File: config.mk
export PLATFORM = sky130hd
export DESIGN_NAME = rv32_lsu
export DESIGN_NICKNAME = d
export VERILOG_FILES = /design/src/rtl/rv32_pkg.sv /design/src/rtl/rv32_load_align.sv /design/src/rtl/rv32_lsu.sv
export SDC_FILE = /design/constraint.sdc
export NUM_CORES = 1
export LEC_CHECK = 0
export CAP_MARGIN = 30
export CORE_MARGIN = 4
export CORE_UTILIZATION = 43
export DETAILED_ROUTE_END_ITERATION = 8
export PLACE_DENSITY = 0.81
export SYNTH_ARGS = -nofsm -noshare
export SYNTH_HDL_FRONTEND = slang
export SYNTH_SLANG_ARGS = --single-unit
File: constraint.sdc
create_clock -name clk -period 5.4 [get_ports clk]
set_input_delay 0.81 -clock clk [delete_from_list [all_inputs] [get_ports clk]]
set_output_delay 0.81 -clock clk [all_outputs]
set_load 0.01 [all_outputs]
File: src/rtl/rv32_pkg.sv
// Shared opcodes, funct3 encodings and LSU state type for the RV32 memory stage.
package rv32_pkg;

  localparam logic [6:0] OP_LOAD  = 7'b0000011;
  localparam logic [6:0] OP_STORE = 7'b0100011;

  localparam logic [2:0] F3_B  = 3'b000;
  localparam logic [2:0] F3_H  = 3'b001;
  localparam logic [2:0] F3_W  = 3'b010;
  localparam logic [2:0] F3_BU = 3'b100;
  localparam logic [2:0] F3_HU = 3'b101;

  typedef enum logic [1:0] {
    IDLE = 2'd0,
    REQ  = 2'd1,
    RESP = 2'd2
  } lsu_state_t;

  // Stores have no unsigned variants, so anything above SW is reserved.
  function automatic logic f3_illegal(input logic is_store, input logic [2:0] f3);
    if (is_store) return f3 > F3_W;
    return (f3 == 3'b011) || (f3 == 3'b110) || (f3 == 3'b111);
  endfunction

  function automatic logic addr_misaligned(input logic [2:0] f3, input logic [1:0] addr_lo);
    case (f3[1:0])
      2'b01:   return addr_lo[0];
      2'b10:   return addr_lo != 2'b00;
      default: return 1'b0;
    endcase
  endfunction

endpackage

File: src/rtl/rv32_load_align.sv
// Selects the addressed byte/half of a load response word and extends it to 32 bits.
module rv32_load_align
  import rv32_pkg::*;
(
  input  logic [31:0] rdata,
  input  logic [1:0]  addr_lo,
  input  logic [2:0]  funct3,
  output logic [31:0] data
);

  logic [7:0]  byte_sel;
  logic [15:0] half_sel;

  always_comb begin
    case (addr_lo)
      2'd0:    byte_sel = rdata[7:0];
      2'd1:    byte_sel = rdata[15:8];
      2'd2:    byte_sel = rdata[23:16];
      default: byte_sel = rdata[31:24];
    endcase
    half_sel = addr_lo[1] ? rdata[31:16] : rdata[15:0];

    case (funct3)
      F3_B:    data = {{24{byte_sel[7]}}, byte_sel};
      F3_BU:   data = {24'h0, byte_sel};
      F3_H:    data = {{16{half_sel[15]}}, half_sel};
      F3_HU:   data = {16'h0, half_sel};
      F3_W:    data = rdata;
      default: data = 32'h0;
    endcase
  end

endmodule

File: src/rtl/rv32_lsu.sv
// Memory-stage load/store unit: issues one data-memory request per load/store,
// waits for the handshake and returns extended load data or an error pulse.
//
// state | meaning
// IDLE  | accept a new mem op; illegal/misaligned ops complete here without a request
// REQ   | dmem_req_valid high, request fields held until dmem_req_ready
// RESP  | load accepted, waiting for dmem_rsp_valid
module rv32_lsu
  import rv32_pkg::*;
#(
  parameter int TIMEOUT_CYCLES = 64
) (
  input  logic        clk,
  input  logic        reset,
  input  logic        ex_valid_in,
  input  logic [31:0] iw_in,
  input  logic [31:0] addr_in,
  input  logic [31:0] rs2_data_in,
  output logic        stall_out,
  output logic        wb_valid_out,
  output logic        wb_we_out,
  output logic [4:0]  wb_rd_out,
  output logic [31:0] wb_data_out,
  output logic        misalign_out,
  output logic        illegal_out,
  output logic        bus_err_out,
  output logic        dmem_req_valid,
  input  logic        dmem_req_ready,
  output logic [31:0] dmem_addr,
  output logic        dmem_we,
  output logic [3:0]  dmem_be,
  output logic [31:0] dmem_wdata,
  input  logic        dmem_rsp_valid,
  input  logic [31:0] dmem_rsp_rdata
);

  localparam int         CW       = (TIMEOUT_CYCLES > 1) ? $clog2(TIMEOUT_CYCLES) : 1;
  localparam bit         TMO_EN   = TIMEOUT_CYCLES > 0;
  localparam logic [CW-1:0] TMO_LOAD = CW'((TIMEOUT_CYCLES > 0) ? TIMEOUT_CYCLES - 1 : 0);

  lsu_state_t  state, state_nxt;
  logic [CW-1:0] tmo_cnt;
  logic        tmo_tc;

  logic [6:0]  opcode;
  logic [2:0]  f3_in;
  logic        is_store, mem_op, capture;
  logic        bad_f3, bad_align;

  logic        store_q;
  logic [2:0]  f3_q;
  logic [4:0]  rd_q;
  logic [1:0]  alo_q;

  logic [3:0]  be_n;
  logic [31:0] wdata_n;
  logic [31:0] load_data;

  logic        wb_fire, wb_we_n, mis_n, ill_n, berr_n;
  logic [4:0]  wb_rd_n;

  logic        unused_iw;
  assign unused_iw = ^iw_in[31:15];

  assign opcode    = iw_in[6:0];
  assign f3_in     = iw_in[14:12];
  assign is_store  = opcode == OP_STORE;
  assign mem_op    = ex_valid_in & ((opcode == OP_LOAD) | is_store);
  assign capture   = (state == IDLE) & mem_op;
  assign bad_f3    = f3_illegal(is_store, f3_in);
  assign bad_align = addr_misaligned(f3_in, addr_in[1:0]);

  assign stall_out      = capture | (state != IDLE);
  assign dmem_req_valid = state == REQ;
  assign tmo_tc         = TMO_EN && (state != IDLE) && (tmo_cnt == '0);

  always_comb begin
    be_n    = 4'b0000;
    wdata_n = 32'h0;
    if (is_store) begin
      case (f3_in)
        F3_B: begin
          be_n    = 4'b0001 << addr_in[1:0];
          wdata_n = {4{rs2_data_in[7:0]}};
        end
        F3_H: begin
          be_n    = addr_in[1] ? 4'b1100 : 4'b0011;
          wdata_n = {2{rs2_data_in[15:0]}};
        end
        default: begin
          be_n    = 4'b1111;
          wdata_n = rs2_data_in;
        end
      endcase
    end
  end

  rv32_load_align u_align (
    .rdata   (dmem_rsp_rdata),
    .addr_lo (alo_q),
    .funct3  (f3_q),
    .data    (load_data)
  );

  always_comb begin
    state_nxt = state;
    wb_fire   = 1'b0;
    wb_we_n   = 1'b0;
    mis_n     = 1'b0;
    ill_n     = 1'b0;
    berr_n    = 1'b0;
    wb_rd_n   = (state == IDLE) ? iw_in[11:7] : rd_q;
    case (state)
      IDLE: begin
        if (mem_op) begin
          if (bad_f3 || bad_align) begin
            wb_fire = 1'b1;
            ill_n   = bad_f3;
            mis_n   = bad_align & ~bad_f3;
          end else begin
            state_nxt = REQ;
          end
        end
      end
      REQ: begin
        if (dmem_req_ready) begin
          if (store_q) begin
            state_nxt = IDLE;
            wb_fire   = 1'b1;
          end else begin
            state_nxt = RESP;
          end
        end else if (tmo_tc) begin
          state_nxt = IDLE;
          wb_fire   = 1'b1;
          berr_n    = 1'b1;
        end
      end
      RESP: begin
        if (dmem_rsp_valid) begin
          state_nxt = IDLE;
          wb_fire   = 1'b1;
          wb_we_n   = 1'b1;
        end else if (tmo_tc) begin
          state_nxt = IDLE;
          wb_fire   = 1'b1;
          berr_n    = 1'b1;
        end
      end
      default: state_nxt = IDLE;
    endcase
  end

  always_ff @(posedge clk or posedge reset) begin
    if (reset) begin
      state   <= IDLE;
      tmo_cnt <= '0;
    end else begin
      state <= state_nxt;
      if (capture && (state_nxt == REQ)) tmo_cnt <= TMO_LOAD;
      else if (state_nxt == IDLE)        tmo_cnt <= '0;
      else if (tmo_cnt != '0)            tmo_cnt <= tmo_cnt - CW'(1);
    end
  end

  always_ff @(posedge clk or posedge reset) begin
    if (reset) begin
      store_q      <= 1'b0;
      f3_q         <= 3'b000;
      rd_q         <= 5'd0;
      alo_q        <= 2'b00;
      dmem_addr    <= 32'h0;
      dmem_we      <= 1'b0;
      dmem_be      <= 4'b0000;
      dmem_wdata   <= 32'h0;
      wb_valid_out <= 1'b0;
      wb_we_out    <= 1'b0;
      wb_rd_out    <= 5'd0;
      wb_data_out  <= 32'h0;
      misalign_out <= 1'b0;
      illegal_out  <= 1'b0;
      bus_err_out  <= 1'b0;
    end else begin
      if (capture) begin
        store_q    <= is_store;
        f3_q       <= f3_in;
        rd_q       <= iw_in[11:7];
        alo_q      <= addr_in[1:0];
        dmem_addr  <= {addr_in[31:2], 2'b00};
        dmem_we    <= is_store;
        dmem_be    <= be_n;
        dmem_wdata <= wdata_n;
      end
      wb_valid_out <= wb_fire;
      wb_we_out    <= wb_we_n;
      wb_rd_out    <= wb_fire ? wb_rd_n : 5'd0;
      wb_data_out  <= wb_we_n ? load_data : 32'h0;
      misalign_out <= mis_n;
      illegal_out  <= ill_n;
      bus_err_out  <= berr_n;
    end
  end

endmodule

==> results.yml <==
critical_path:
  cpMaxStageDelayCell: "nor3b_2"
  criticalPathCategory: "in2reg"
  end_kind: "flip-flop"
  cp-start-kind: "primary input"
  cp_data_arrival_time_ns: 3.56
  cp.required_ns: 5.65
  slowest_delay_ns: 0.68
  path_max_fanout: 11
  path_cells: "clkdlybuf4s50_1 > nor3b_2 > a21boi_2 > or4_4 > a222oi_1 > nor3_1"
pwr:
  vdd.ir_drop.worst_uv: 196
  p_int_mw: 2.19
  p_clk_frac: 0.345
  power_frac_comb: 0.281
  p_leak_nw: 3.88
  seq_power_share: 0.374
  p_switching_mw: 0.895
  powerDensity_mw_per_mm2: 356
  totalPowerFinal_mw: 3.09
  switching_share: 0.290
logic_synthesis:
  yosys-top-cells-area: "dfrtp_1 56%, nand2_1 12%, o21ai_0 5.2%, mux4_2 3.1%, a21oi_1 2.7%"
  synth_top_area_cell: "dfrtp_1"
  yosysWarnings: 0
  postSynthAreaPerCell_sq_um: 9.57
  synth_seq_cells: 127
  synth_cell_types: 48
  async_flop_share: 1.00
  synthCells: 598
  syn_area_sq_mm: 0.00572
  seq_area_frac_synth: 0.555
  synth_edf_count: 0
  synthFlopType: "dfrtp_1"
  yosys.area.top_type_share: 0.555
clocking:
  cts.clk_slew.worst_paths_ns: 0.05
  worst_skew_pair.late_latency_ns: 0.41
  htreeDepth: 4
  cts_hold_buf: 0
  cts_sinks: 127
  post_cts_resize_count: 0
  clock_path_buffers: 2
  tritoncts: "yes"
  post_cts_buffers: 0
  cts_buffers: 17
  clockRootBuffer: "clkbuf_16"
grt:
  grt_pass1_vias: 5329
  grt.total_usage: 0.231
  antenna_found_initial: 0
  grt_pass1_wl_microns: 26900
  grt_overflow_total: 0
  grt_max_degree: 75
floorplan:
  rows: 41
  die-height_microns: 123
  coreArea_sq_mm: 0.0128
  io_pins: 246
  die_x_microns: 123
  initial_core_util: 0.446
  dieArea_sq_mm: 0.0152
layout:
  diodes: 0
  design.final.nets: 955
  drive_gt1_frac: 0.0644
  syn2layout_area_growth_pct: 51.8
detailed_routing:
  drt_iter0_drc: 521
  drt-wirelength-per-cell_microns: 17.6
  wl_met1_microns: 6600
  met3_wirelength_microns: 2010
  topRoutingLayerUsed: "met4"
  drt_pass1_iterations: 8
  wl_met2_microns: 8580
  vias: 5372
  postRouteAntennaNets: 0
  route.detailed.drc: 0
  viasPerCell: 5.40
  drt-total-wl_microns: 17600
timing:
  rsz0062_at_grt: "false"
  hold_viol: 0
  worstMarginPinSlew_ns: 1.03
  finClkSkew_ns: 0.00718
  slew_viol_final: 0
  finalSetupViolCount: 0
  max_freq_ghz: 0.302
  setup_tns_ns: 0
  period_needed_ns: 3.31
  slew_headroom: 0.313
  finalCritPeriodShare: 0.613
place:
  routabilityCongestion: 0.878
  io_buffers: 226
  hpwl_microns: 13000
flow_run:
  max_cap_violations: 0
worst_hold_path:
  min_path_type: "reg2reg"
outcome:
  status: "finished, final reports clean"
state kept, by name, summed over array words and instances, names as in the netlist, 2 cells and up:
register / cells
tmo_cnt: 6
dmem_be: 4
f3_q: 3
wb_rd_out: 5
rd_q: 5
alo_q: 2
state: 2
dmem_addr: 30
wb_data_out: 32
dmem_wdata: 32
routing by layer:
layer  up-vias  track usage
met3        31       0.0933
met2       311        0.383
met1      2539        0.270
met4         0       0.0865
met5         -            0
li1       2491            -
final cells by class:
cell class | count | area [sq um]
Tap cell | 172 | 215
Clock inverter | 6 | 57.6
Fill cell | 976 | 4140
Multi-Input combinational cell | 424 | 2360
Timing Repair Buffer | 232 | 2330
Sequential cell | 127 | 3180
Clock buffer | 24 | 502
Inverter | 10 | 40.0
stage by stage:
step / area [sq um] / std cells / hold WS, ns / util / setup slack (ns)
floorplan: 5730 / 599 / 0.445 / - / 1.21
global placement: 8090 / 963 / 0.457 / 0.631 / 1.73
detailed placement: 8130 / 965 / 0.461 / 0.634 / 1.66
CTS: 8690 / 995 / 0.475 / 0.677 / 2.10
global route: 8690 / 995 / 0.494 / 0.677 / 1.98
finish: 8690 / 995 / 0.471 / 0.677 / 2.09
worst max-delay path: cells and delay by family:
| kind | cells | cell delay, ns |
|---|---|---|
| and+or+nand+nor | 3 | 1.38 |
| buffers and inverters | 1 | 0.52 |
| AOI/OAI and AO/OA | 2 | 0.85 |
synth_stat cells, types with 2 or more instances:
cell type  instances
nand2_1          188
a222oi_1           8
xnor2_1            3
and2_1             2
buf_4              3
clkbuf_1          30
dfrtp_1          127
a21o_1             4
or2_2              2
a22o_1             3
a22oi_1           18
a21oi_1           31
mux2i_1            5
buf_1              4
a221oi_1          11
inv_1             10
nor2_1            30
nor3b_1            2
ha_1              10
and3_1             2
nor3_1             9
mux4_2             8
o21ai_0           60
nand2b_1           2
a211oi_1           3
placed cells by master, fill, tap and decap left out, types with 8 or more instances in the layout:
cell | Yosys | routed
dfrtp_1 | 127 | 127
nand2_1 | 188 | 188
a22oi_1 | 18 | 18
nor3_1 | 9 | 9
mux4_2 | 8 | 8
nor2_1 | 30 | 29
a21oi_1 | 31 | 31
inv_1 | 10 | 9
clkdlybuf4s50_1 | 0 | 226
ha_1 | 10 | 10
a222oi_1 | 8 | 8
o21ai_0 | 60 | 60
clkbuf_16 | 0 | 17
a221oi_1 | 11 | 11
power groups by stage:
stage	clock, mW	combinational (mW)	sequential (mW)
floorplan	0	0.437	1.19
CTS	1.09	0.868	1.16
detailed placement	0	0.863	1.17
finish	1.06	0.868	1.16
global route	1.14	0.946	1.17
global placement	0	0.832	1.16
cell families (layout without fill, tap and decap cells):
kind of cell               after synthesis  in the layout  share of synthesized area
AOI/OAI and AO/OA                      146            146                      0.161
xor gates and xnor gates                 4              4                    0.00612
DFF                                    127            127                      0.555
muxes                                   14             14                     0.0422
and+or+nand+nor                        248            248                      0.179
buffers and inverters                   48            272                     0.0337
adders and majority gates               10             10                     0.0219
other                                    1              2                   0.000655
final timing paths:
check                               from         endpoint  slack (ns)  depth (start not counted)
setup / recovery                iw_in[5]     wb_rd_out[3]        2.09                          6
hold / removal             dmem_addr[26]    dmem_addr[26]        0.47                          2
setup reg to reg                state[1]       tmo_cnt[2]        3.02                          6
hold reg to reg            dmem_addr[26]    dmem_addr[26]        0.47                          2
max in group asynchronous          reset     misalign_out        3.96                          3
min in group asynchronous          reset  wb_data_out[19]        0.65                          2
Note: power is estimated with default switching activity, not from simulation.
